### src/rtl/hssi_csr_pkg.sv
// Shared HSSI CSR types: synchronized lane stats and the lane reset-sequencer state codes.
// The state codes double as the o_err_stage encoding reported to the CSR block.
package hssi_csr_pkg;

    localparam int unsigned HSSI_RST_STAGE_W = 3;

    typedef enum logic [HSSI_RST_STAGE_W-1:0] {
        RstIdle    = 3'd0,
        RstAssert  = 3'd1,
        RstRelAna  = 3'd2,
        RstRelTxd  = 3'd3,
        RstWaitCdr = 3'd4,
        RstRelRxd  = 3'd5,
        RstErrHold = 3'd6
    } hssi_rst_state_e;

    typedef struct packed {
        logic tx_ready;
        logic rx_ready;
        logic rx_is_lockedtodata;
        logic tx_cal_busy;
        logic rx_cal_busy;
        logic tx_analogreset_stat;
        logic tx_digitalreset_stat;
        logic rx_analogreset_stat;
        logic rx_digitalreset_stat;
    } hssi_stats_struct_t;

    // Reset request pattern per state, ordered {tx_ana, tx_dig, rx_ana, rx_dig}.
    function automatic logic [3:0] rst_out_mask(hssi_rst_state_e st);
        logic [3:0] m;
        unique case (st)
            RstIdle:               m = 4'b0000;
            RstRelAna:             m = 4'b0101;
            RstRelTxd, RstWaitCdr: m = 4'b0001;
            RstRelRxd:             m = 4'b0000;
            default:               m = 4'b1111;
        endcase
        return m;
    endfunction

endpackage

### src/rtl/hssi_lane_rst_fsm.sv
// One-lane transceiver reset sequencer with hold/timeout counters and sticky error.
// Optional saturating debug counters when HSSI_RST_DBG_CNT_EN is defined.
module hssi_lane_rst_fsm
    import hssi_csr_pkg::*;
#(
    parameter int unsigned HOLD_CYC    = 16,
    parameter int unsigned TIMEOUT_CYC = 4096
) (
    input  logic                        i_clk,
    input  logic                        i_rst,
    input  logic                        i_rst_req,
    input  logic                        i_err_clr,
    input  hssi_stats_struct_t          i_stats,
    output logic                        o_tx_analogreset,
    output logic                        o_tx_digitalreset,
    output logic                        o_rx_analogreset,
    output logic                        o_rx_digitalreset,
    output logic                        o_busy,
    output logic                        o_done,
`ifdef HSSI_RST_DBG_CNT_EN
    output logic [15:0]                 o_seq_done_cnt,
    output logic [15:0]                 o_seq_tmo_cnt,
`endif
    output logic                        o_timeout_err,
    output logic [HSSI_RST_STAGE_W-1:0] o_err_stage
);

    localparam int unsigned HOLD_W = $clog2(HOLD_CYC + 1);
    localparam int unsigned TMO_W  = $clog2(TIMEOUT_CYC + 1);

    hssi_rst_state_e             r_state;
    hssi_rst_state_e             w_state_nxt;
    logic [HOLD_W-1:0]           r_hold_cnt;
    logic [TMO_W-1:0]            r_tmo_cnt;
    logic [3:0]                  r_rst_out;
    logic                        r_done;
    logic                        r_tmo_err;
    logic [HSSI_RST_STAGE_W-1:0] r_err_stage;
    logic                        w_hold_done;
    logic                        w_in_seq;
    logic                        w_exit;
    logic                        w_tmo_active;
    logic                        w_tmo_hit;
    logic                        w_done_evt;

    always_comb begin
        w_hold_done = (r_hold_cnt == '0);
        w_in_seq    = (r_state != RstIdle) && (r_state != RstErrHold);
        unique case (r_state)
            RstAssert:  w_exit = w_hold_done &&
                                 i_stats.tx_analogreset_stat && i_stats.rx_analogreset_stat &&
                                 i_stats.tx_digitalreset_stat && i_stats.rx_digitalreset_stat;
            RstRelAna:  w_exit = !i_stats.tx_analogreset_stat && !i_stats.rx_analogreset_stat &&
                                 !i_stats.tx_cal_busy && !i_stats.rx_cal_busy;
            RstRelTxd:  w_exit = !i_stats.tx_digitalreset_stat && i_stats.tx_ready;
            RstWaitCdr: w_exit = i_stats.rx_is_lockedtodata;
            RstRelRxd:  w_exit = !i_stats.rx_digitalreset_stat && i_stats.rx_ready;
            default:    w_exit = 1'b0;
        endcase
        // The ASSERT timeout window only opens once the hold time has elapsed.
        w_tmo_active = w_in_seq && ((r_state != RstAssert) || w_hold_done);
        w_tmo_hit    = w_tmo_active && !w_exit && (r_tmo_cnt == TMO_W'(TIMEOUT_CYC));
        w_done_evt   = (r_state == RstRelRxd) && w_exit;
    end

    always_comb begin
        w_state_nxt = r_state;
        unique case (r_state)
            RstIdle, RstErrHold: if (i_rst_req) w_state_nxt = RstAssert;
            RstAssert:           if (w_exit) w_state_nxt = RstRelAna;
            RstRelAna:           if (w_exit) w_state_nxt = RstRelTxd;
            RstRelTxd:           if (w_exit) w_state_nxt = RstWaitCdr;
            RstWaitCdr:          if (w_exit) w_state_nxt = RstRelRxd;
            RstRelRxd:           if (w_exit) w_state_nxt = RstIdle;
            default:             w_state_nxt = RstErrHold;
        endcase
        if (w_tmo_hit) begin
            w_state_nxt = RstErrHold;
        end
    end

    always_ff @(posedge i_clk or posedge i_rst) begin
        if (i_rst) begin
            r_state     <= RstErrHold;
            r_hold_cnt  <= '0;
            r_tmo_cnt   <= '0;
            r_rst_out   <= 4'b1111;
            r_done      <= 1'b0;
            r_tmo_err   <= 1'b0;
            r_err_stage <= '0;
        end else begin
            r_state   <= w_state_nxt;
            r_rst_out <= rst_out_mask(r_state);
            r_done    <= w_done_evt;
            if (w_state_nxt == RstAssert && r_state != RstAssert) begin
                r_hold_cnt <= HOLD_W'(HOLD_CYC);
            end else if (!w_hold_done) begin
                r_hold_cnt <= r_hold_cnt - 1'b1;
            end
            if (w_state_nxt != r_state) begin
                r_tmo_cnt <= '0;
            end else if (w_tmo_active && r_tmo_cnt != TMO_W'(TIMEOUT_CYC)) begin
                r_tmo_cnt <= r_tmo_cnt + 1'b1;
            end
            if (w_tmo_hit) begin
                r_tmo_err   <= 1'b1;
                r_err_stage <= r_state;
            end else if (i_err_clr) begin
                r_tmo_err   <= 1'b0;
                r_err_stage <= '0;
            end
        end
    end

`ifdef HSSI_RST_DBG_CNT_EN
    logic [15:0] r_seq_done_cnt;
    logic [15:0] r_seq_tmo_cnt;

    always_ff @(posedge i_clk or posedge i_rst) begin
        if (i_rst) begin
            r_seq_done_cnt <= '0;
            r_seq_tmo_cnt  <= '0;
        end else begin
            if (w_done_evt && r_seq_done_cnt != 16'hFFFF) begin
                r_seq_done_cnt <= r_seq_done_cnt + 16'd1;
            end
            if (w_tmo_hit && r_seq_tmo_cnt != 16'hFFFF) begin
                r_seq_tmo_cnt <= r_seq_tmo_cnt + 16'd1;
            end
        end
    end

    assign o_seq_done_cnt = r_seq_done_cnt;
    assign o_seq_tmo_cnt  = r_seq_tmo_cnt;
`endif

    assign o_tx_analogreset  = r_rst_out[3];
    assign o_tx_digitalreset = r_rst_out[2];
    assign o_rx_analogreset  = r_rst_out[1];
    assign o_rx_digitalreset = r_rst_out[0];
    assign o_busy            = w_in_seq;
    assign o_done            = r_done;
    assign o_timeout_err     = r_tmo_err;
    assign o_err_stage       = r_err_stage;

endmodule

### src/rtl/hssi_lane_rst_ctrl.sv
// Per-lane HSSI transceiver reset sequencer array in the FME clock domain.
// Define HSSI_RST_DBG_CNT_EN to add per-lane done/timeout debug counters.
module hssi_lane_rst_ctrl
    import hssi_csr_pkg::*;
#(
    parameter int unsigned NUM_LN      = 4,
    parameter int unsigned HOLD_CYC    = 16,
    parameter int unsigned TIMEOUT_CYC = 4096
) (
    input  logic                                 i_fme_clk,
    input  logic                                 i_fme_rst,
    input  logic [NUM_LN-1:0]                    i_rst_req,
    input  logic [NUM_LN-1:0]                    i_err_clr,
    input  hssi_stats_struct_t                   i_hssi_stats_sync [NUM_LN],
    output logic [NUM_LN-1:0]                    o_tx_analogreset,
    output logic [NUM_LN-1:0]                    o_tx_digitalreset,
    output logic [NUM_LN-1:0]                    o_rx_analogreset,
    output logic [NUM_LN-1:0]                    o_rx_digitalreset,
    output logic [NUM_LN-1:0]                    o_busy,
    output logic [NUM_LN-1:0]                    o_done,
`ifdef HSSI_RST_DBG_CNT_EN
    output logic [15:0]                          o_seq_done_cnt [NUM_LN],
    output logic [15:0]                          o_seq_tmo_cnt [NUM_LN],
`endif
    output logic [NUM_LN-1:0]                    o_timeout_err,
    output logic [HSSI_RST_STAGE_W*NUM_LN-1:0]   o_err_stage
);

    for (genvar gi = 0; gi < NUM_LN; gi++) begin : g_lane
        hssi_lane_rst_fsm #(
            .HOLD_CYC    (HOLD_CYC),
            .TIMEOUT_CYC (TIMEOUT_CYC)
        ) u_fsm (
            .i_clk             (i_fme_clk),
            .i_rst             (i_fme_rst),
            .i_rst_req         (i_rst_req[gi]),
            .i_err_clr         (i_err_clr[gi]),
            .i_stats           (i_hssi_stats_sync[gi]),
            .o_tx_analogreset  (o_tx_analogreset[gi]),
            .o_tx_digitalreset (o_tx_digitalreset[gi]),
            .o_rx_analogreset  (o_rx_analogreset[gi]),
            .o_rx_digitalreset (o_rx_digitalreset[gi]),
            .o_busy            (o_busy[gi]),
            .o_done            (o_done[gi]),
`ifdef HSSI_RST_DBG_CNT_EN
            .o_seq_done_cnt    (o_seq_done_cnt[gi]),
            .o_seq_tmo_cnt     (o_seq_tmo_cnt[gi]),
`endif
            .o_timeout_err     (o_timeout_err[gi]),
            .o_err_stage       (o_err_stage[gi*HSSI_RST_STAGE_W +: HSSI_RST_STAGE_W])
        );
    end

endmodule

### config.mk
export PLATFORM = sky130hd
export DESIGN_NAME = hssi_lane_rst_ctrl
export DESIGN_NICKNAME = d
export VERILOG_FILES = /design/src/rtl/hssi_csr_pkg.sv /design/src/rtl/hssi_lane_rst_fsm.sv /design/src/rtl/hssi_lane_rst_ctrl.sv
export SDC_FILE = /design/constraint.sdc
export NUM_CORES = 1
export LEC_CHECK = 0
export ABC_AREA = 1
export CAP_MARGIN = 5
export CORE_ASPECT_RATIO = 2
export CORE_MARGIN = 2
export CORE_UTILIZATION = 54
export CTS_CLUSTER_SIZE = 28
export DETAILED_ROUTE_END_ITERATION = 10
export PLACE_DENSITY = 0.74
export SLEW_MARGIN = 10
export SYNTH_ARGS = -nofsm -noshare
export SYNTH_HDL_FRONTEND = slang
export SYNTH_SLANG_ARGS = --single-unit
export TNS_END_PERCENT = 100
### constraint.sdc
create_clock -name i_fme_clk -period 4.4 [get_ports i_fme_clk]
set_input_delay 0.88 -clock i_fme_clk [delete_from_list [all_inputs] [get_ports i_fme_clk]]
set_output_delay 0.88 -clock i_fme_clk [all_outputs]
set_load 0.02 [all_outputs]
[Yosys cells after proc, flatten, opt, wreduce, memory -nomap -nowiden]
Cells that the tools add are included.
Operators by class
  add/sub/neg operators: 8
  reduce and logical (&&, ||, !) cells: 128
  eq/ne operators: 52
  mux-type cells: 72
Operators with widths (number)
  3-bit 2-to-1 mux: 36
  13-bit 2-to-1 mux: 8
  3-bit one-hot mux with 6 select lines: 4
  1-bit logical AND: 64
  13-bit by 1-bit adder with 13-bit output (second input constant): 4
  13-bit == test (second input constant): 4
  13-bit inequality test (second input constant): 4
  4-bit one-hot mux with 3 select lines: 4
  5-bit 2-to-1 mux: 8
  3-bit == test (second input constant): 12
  1-bit logical NOT: 28
  3-bit by 1-bit == test with 1-bit output (second input constant): 8
  3-bit by 2-bit == test with 1-bit output (second input constant): 8
  2-bit OR reduction: 12
  5-bit logical NOT: 4
  1-bit one-hot mux with 5 select lines: 4
  5-bit by 1-bit subtractor with 5-bit output (second input constant): 4
  2-bit nonzero test: 8
  3-bit logical NOT: 4
  3-bit by 1-bit inequality test with 1-bit output (second input constant): 4
  3-bit inequality test: 4
  3-bit inequality test (second input constant): 4
  3-bit nonzero test: 4
  1-bit 2-to-1 mux: 8
  other kinds (2): 8
Storage, ports and cells
  bits in registers: 120
  bits of input ports: 46
  logic and storage cells: 288

[Depth between registers and ports, before layout]
  depth after elaboration: 13
  depth in mapped cells: 17
  gate-level depth less buffers: 15

[Modules after synthesis]
A second synthesis with hierarchy kept.
Unflattened totals
  cell total of the unflattened synthesis: 860
  area, all modules: 7183.1 µm²
Modules (own cells, without submodules)
  hssi_lane_rst_fsm (g_lane[0].u_fsm ...): area an instance 1795.5 µm², cells each 215, seq. area each 732.0 µm², instances 3
  hssi_lane_rst_fsm (g_lane[3].u_fsm): area an instance 1796.7 µm², cells each 215, seq. area each 732.0 µm², instances 1

[Worst setup path before layout]
OpenSTA, ideal clock, no wires.
  path type: input port to flip-flop
  from: in i_hssi_stats_sync[20] (netlist bit)
  to: reg g_lane[1].u_fsm.r_tmo_cnt[8]
  stages on the path: 13
  arrival time: 2033 ps
  setup slack: 2298 ps
  path through: nand2_1 > nor2_1 > nand3_4 > nand2_4 > nor2_8 > a21oi_2 > nand2_1 > nand2_1 > nand2_1 > nor2_2 > nand2_2 > buf_6 > nor2_2
Between the ends
  cells in the longest elaborated chain, start to end: 9
Ends and longest elaborated chain
  start: declaration: RTL line hssi_lane_rst_ctrl.sv:14  | input hssi_stats_struct_t i_hssi_stats_sync [NUM_LN],
  1-bit logical NOT / 1-bit logical AND (equally long branches): RTL line hssi_lane_rst_fsm.sv:55, hssi_lane_rst_fsm.sv:51
  1-bit logical AND, on equally long branches: RTL line hssi_lane_rst_fsm.sv:55, hssi_lane_rst_fsm.sv:52
  1-bit one-hot mux with 5 select lines (*): RTL line hssi_lane_rst_fsm.sv:49  | unique case (r_state)
  branches (longest 3 deep; another with 3-bit one-hot mux with 6 select lines)
  3-bit 2-to-1 mux (*): RTL line hssi_lane_rst_fsm.sv:77  | if (w_tmo_hit) begin
  via g_lane[1].u_fsm.w_state_nxt[1]: RTL line hssi_lane_rst_fsm.sv:32  | hssi_rst_state_e w_state_nxt;
  3-bit inequality test (*): RTL line hssi_lane_rst_fsm.sv:100  | if (w_state_nxt != r_state) begin
  13-bit 2-to-1 mux / 2-bit nonzero test (equally long branches)
  end signal: assignment: RTL line hssi_lane_rst_fsm.sv:103  | r_tmo_cnt <= r_tmo_cnt + 1'b1;
  end: declaration: RTL line hssi_lane_rst_fsm.sv:34  | logic [TMO_W-1:0] r_tmo_cnt;
Mark *: on every way through the listed nets, which the timed path passes.
A chain may end at the register's enable or synchronous reset.

[Worst setup path in the final report]
  from: reg g_lane[1].u_fsm.r_state[2]
  to: out o_busy[1]
Between the ends
  cells in the longest elaborated chain, start to end: 2
Ends and longest elaborated chain
  start: declaration: RTL line hssi_lane_rst_fsm.sv:31  | hssi_rst_state_e r_state;
  start signal: assignment: RTL line hssi_lane_rst_fsm.sv:84  | r_state <= RstErrHold;
  start signal: assignment: RTL line hssi_lane_rst_fsm.sv:92  | r_state <= w_state_nxt;
  3-bit inequality test / 3-bit nonzero test (equally long branches): RTL line hssi_lane_rst_fsm.sv:48  | w_in_seq = (r_state != RstIdle) && (r_state != RstErrHold);
  1-bit logical AND (*): RTL line hssi_lane_rst_fsm.sv:48
  end: declaration: RTL line hssi_lane_rst_ctrl.sv:19  | output logic [NUM_LN-1:0] o_busy,
Mark *: on every way between the ends. The rest lies on a longest branch, timed or not.

==> metrics.json <==
{
  "timing": {
    "fin_setup_tns_ns": 0,
    "setup_violations": 0,
    "layout_worst_path_cycle_share_pct": 67.71,
    "worst_hold_slack_across_all_endpoints_ns": 0.4786,
    "timing_max_transition_violations_final": 0,
    "achievable-frequency_ghz": 0.3356,
    "rsz0062_at_grt": "false",
    "final_hold_viol_count": 0,
    "tightest_slew_ns": 0.7512,
    "finalClockSkew_ns": 0.01137,
    "maxSlewHeadroom_pct": 49.92,
    "final.min_clock_period_ns": 2.979
  },
  "global_routing": {
    "grt_pass1_wl_um": 26690,
    "globalRouteTotalUtil_pct": 22.51,
    "grt_pass1_vias": 6162,
    "grt_antenna_before_repair": 0,
    "grt_overflow_total": 0,
    "maximum_number_of_pins_on_one_net_before_global_route_repair": 60
  },
  "route": {
    "vias_per_cell": 5.076,
    "detail_route.iter0.violations": 278,
    "met2RoutedLength_um": 8769,
    "antenna_violating_nets_post_route": 0,
    "detail_route.wl_per_cell_um": 12.87,
    "routed_wirelength_um": 15480,
    "met1Wirelength_um": 5908,
    "vias": 6107,
    "met3_wirelength_um": 379,
    "drc": 0,
    "drt_pre_antenna_iters": 5,
    "topRoutingLayerUsed": "met4"
  },
  "floorplan": {
    "rows": 60,
    "pin_count": 86,
    "coreArea_um2": 13440,
    "die_x_extent_um": 86.95,
    "fp.dieH_um": 169.9,
    "total_die_area_um2": 14770,
    "start_util_pct": 55.30
  },
  "placement": {
    "dp.cells": 1171,
    "gp_congestion": 0.8909,
    "port-buffer-count": 85,
    "hpwl_um": 11630
  },
  "critical_path": {
    "worstSetupEndpointType": "primary output",
    "largest_stage_delay_on_the_critical_path_ns": 0.66,
    "startpoint_type": "flip-flop",
    "cp.buffers_inverters": 2,
    "cp_max_fo": 11,
    "crit-reg2reg-capture": "g_lane[3].u_fsm.r_tmo_cnt[11]",
    "timing.critical_path.slowest_stage_cell": "dfstp_2",
    "path_class": "flip-flop to primary output",
    "r2r-start": "g_lane[3].u_fsm.r_state[2]",
    "arrival_ns": 2.10,
    "critical_path_cell_count": 5,
    "most_common_cell_type_on_the_critical_path": "nand2_2",
    "worst-endpoint-required_ns": 3.52,
    "timing.critical_path.cells": "inv_1 -> nand2_2 -> nand2_2 -> nand2_2 -> clkdlybuf4s50_1",
    "worst-r2r-cell-count": 12,
    "crit_path_max_delay_family": "buffers and inverters",
    "reg2reg_setup_slack_ns": 1.94
  },
  "final_layout": {
    "layout.cells.most_common": "nand2_1",
    "drive_above_1_share_pct": 18.42,
    "post_layout_nonfiller_instances": 1203,
    "postLayoutCoreUtil_pct": 65.07,
    "diodes": 0,
    "design.final.nets": 1097,
    "layout.cells.most_common_list": "216 x nand2_1, 134 x inv_1, 98 x nor2_1",
    "areaGrowthSynthToFinish_pct": 17.68
  },
  "power_and_ir_drop": {
    "p_leak_nw": 4.097,
    "vdd_drop_max_uv": 555.9,
    "power-per-cell-area_nw_per_um2": 598.3
  },
  "clocking": {
    "clk_root_buffer_cell": "clkbuf_16",
    "cts_tree": "built",
    "max-clock-path-buffers": 2,
    "clkSlewWorstSetupHoldPaths_ns": 0.05,
    "cts_hold_buf": 0,
    "number_of_clock_buffers_inserted_by_tritoncts": 17,
    "cts_sinks": 116,
    "post_cts_resize_count": 0,
    "clock_latency_ns": 0.42,
    "post_cts.repair.setup_buffers": 0,
    "cts.htree.levels": 4
  },
  "flow_run": {
    "timing.max_cap.violations": 0
  },
  "yosys": {
    "postSynthRegisterBits": 116,
    "ys_top_cells_by_area": "dfrtp_1 32%, nand2_1 11%, dfstp_2 7.1%",
    "synth.avg_cell_area_um2": 7.669,
    "mappedNetlistNets": 1031,
    "synth_simple_gate_area_share_pct": 35.78,
    "syn-cell-area_um2": 7431,
    "yosysWarningCount": 0,
    "synth_edf_count": 0,
    "post_synth_num_cell_types": 41,
    "synth_top_area_share_pct": 32.33,
    "async_reset_ff_share_pct": 100.0,
    "synth.yosys.seq_area_share_pct": 39.40,
    "synth_xor_xnor_area_share_pct": 4.361,
    "synthesis.instances": 969,
    "synth_fa_ha_area_share_pct": 2.694,
    "synth_compound_area_share_pct": 5.489,
    "yosys-mux-area-fraction_pct": 0,
    "synth_top_family_by_area": "simple AND/OR/NAND/NOR gates",
    "synthFlopType": "dfrtp_1",
    "synthDominantAreaCellType": "dfrtp_1"
  },
  "run_status": {
    "run_status": "finished, final reports clean"
  },
  "hold_path": {
    "timing.hold.worst_path_depth": 2,
    "hp-class": "flip-flop to flip-flop",
    "min_from": "g_lane[3].u_fsm.o_err_stage[1]",
    "timing.hold.worst_endpoint": "g_lane[3].u_fsm.o_err_stage[1]"
  }
}
-- logic make-up (layout without fill, tap and decap cells) --
family,count (synthesis),after routing
xor+xnor,37,37
flops,116,116
buf+inv,196,275
fa+ha+maj,16,16
simple gates,535,535
compound gates,69,69
-- cells in the mapped netlist (16+ instances only) --
| library cell | instances |
|---|---|
| nand3_1 | 54 |
| nor2_1 | 98 |
| dfstp_2 | 20 |
| o21ai_0 | 33 |
| inv_1 | 135 |
| nand3_2 | 16 |
| nor3_1 | 28 |
| xor2_1 | 34 |
| nand2_1 | 216 |
| nand2_2 | 22 |
| nor2_2 | 55 |
| dfrtp_1 | 96 |
| ha_1 | 16 |
| inv_2 | 17 |
| nand4_1 | 18 |
| buf_4 | 32 |
-- metal layers --
metal | track usage (%) | vias to the layer above
met5 | 0 | -
met2 | 42.81 | 107
met1 | 23.07 | 2837
met3 | 3.977 | 35
li1 | - | 3128
met4 | 9.918 | 0
-- state kept, by name, indices dropped and copies added, names as in the netlist --
register,cells
g_lane.u_fsm.o_done,4
g_lane.u_fsm.o_err_stage,12
g_lane.u_fsm.o_timeout_err,4
g_lane.u_fsm.r_hold_cnt,20
g_lane.u_fsm.r_rst_out,12
g_lane.u_fsm.r_state,12
g_lane.u_fsm.r_tmo_cnt,52
-- how the worst max path moves through the flow --
| stage | startpoint | to | slack (ns) |
|---|---|---|---|
| after global routing | g_lane[1].u_fsm.r_state[2] | o_busy[1] | 1.33 |
| after detailed placement | i_hssi_stats_sync[0] | g_lane[3].u_fsm.r_tmo_cnt[11] | 1.48 |
| after global placement | i_hssi_stats_sync[11] | g_lane[2].u_fsm.r_tmo_cnt[11] | 1.49 |
| final | g_lane[1].u_fsm.r_state[2] | o_busy[1] | 1.42 |
| after floorplan | i_fme_rst | g_lane[0].u_fsm.o_done | 0.48 |
| after CTS | g_lane[1].u_fsm.r_state[2] | o_busy[1] | 1.42 |
-- where the power goes --
part | switching, W | internal, W | leakage, nW
Sequential | 0.000209 | 0.00136 | 1.50
Combinational | 0.00155 | 0.000825 | 2.32
Clock | 0.000481 | 0.000814 | 0.275
-- per-stage QoR --
| step | setup WS [ns] | total power (W) | cell area [um2] |
|---|---|---|---|
| final | 1.421 | 0.005232 | 8745 |
| after detailed placement | 1.481 | 0.003959 | 8187 |
| after CTS | 1.419 | 0.005272 | 8745 |
| after global routing | 1.330 | 0.005629 | 8745 |
| after global placement | 1.490 | 0.003923 | 8187 |
| after floorplan | 0.4807 | 0.003585 | 7431 |
-- tightest hold or removal path, cell delays in order, from the launching register on --
cell	delay, ns
dfrtp_1	0.34
nand2_1	0.05
o21ai_0	0.06
-- cell type report --
| cell class | count | area [um2] |
|---|---|---|
| multi-input cells | 657 | 3591 |
| clock buffers | 22 | 474.2 |
| clock inverters | 10 | 83.83 |
| flip-flops and latches | 116 | 2928 |
| fillers | 1175 | 4693 |
| inverters | 157 | 603.1 |
| well taps | 155 | 193.9 |
| repair buffers | 86 | 870.8 |
(Power assumes the default switching activity.)
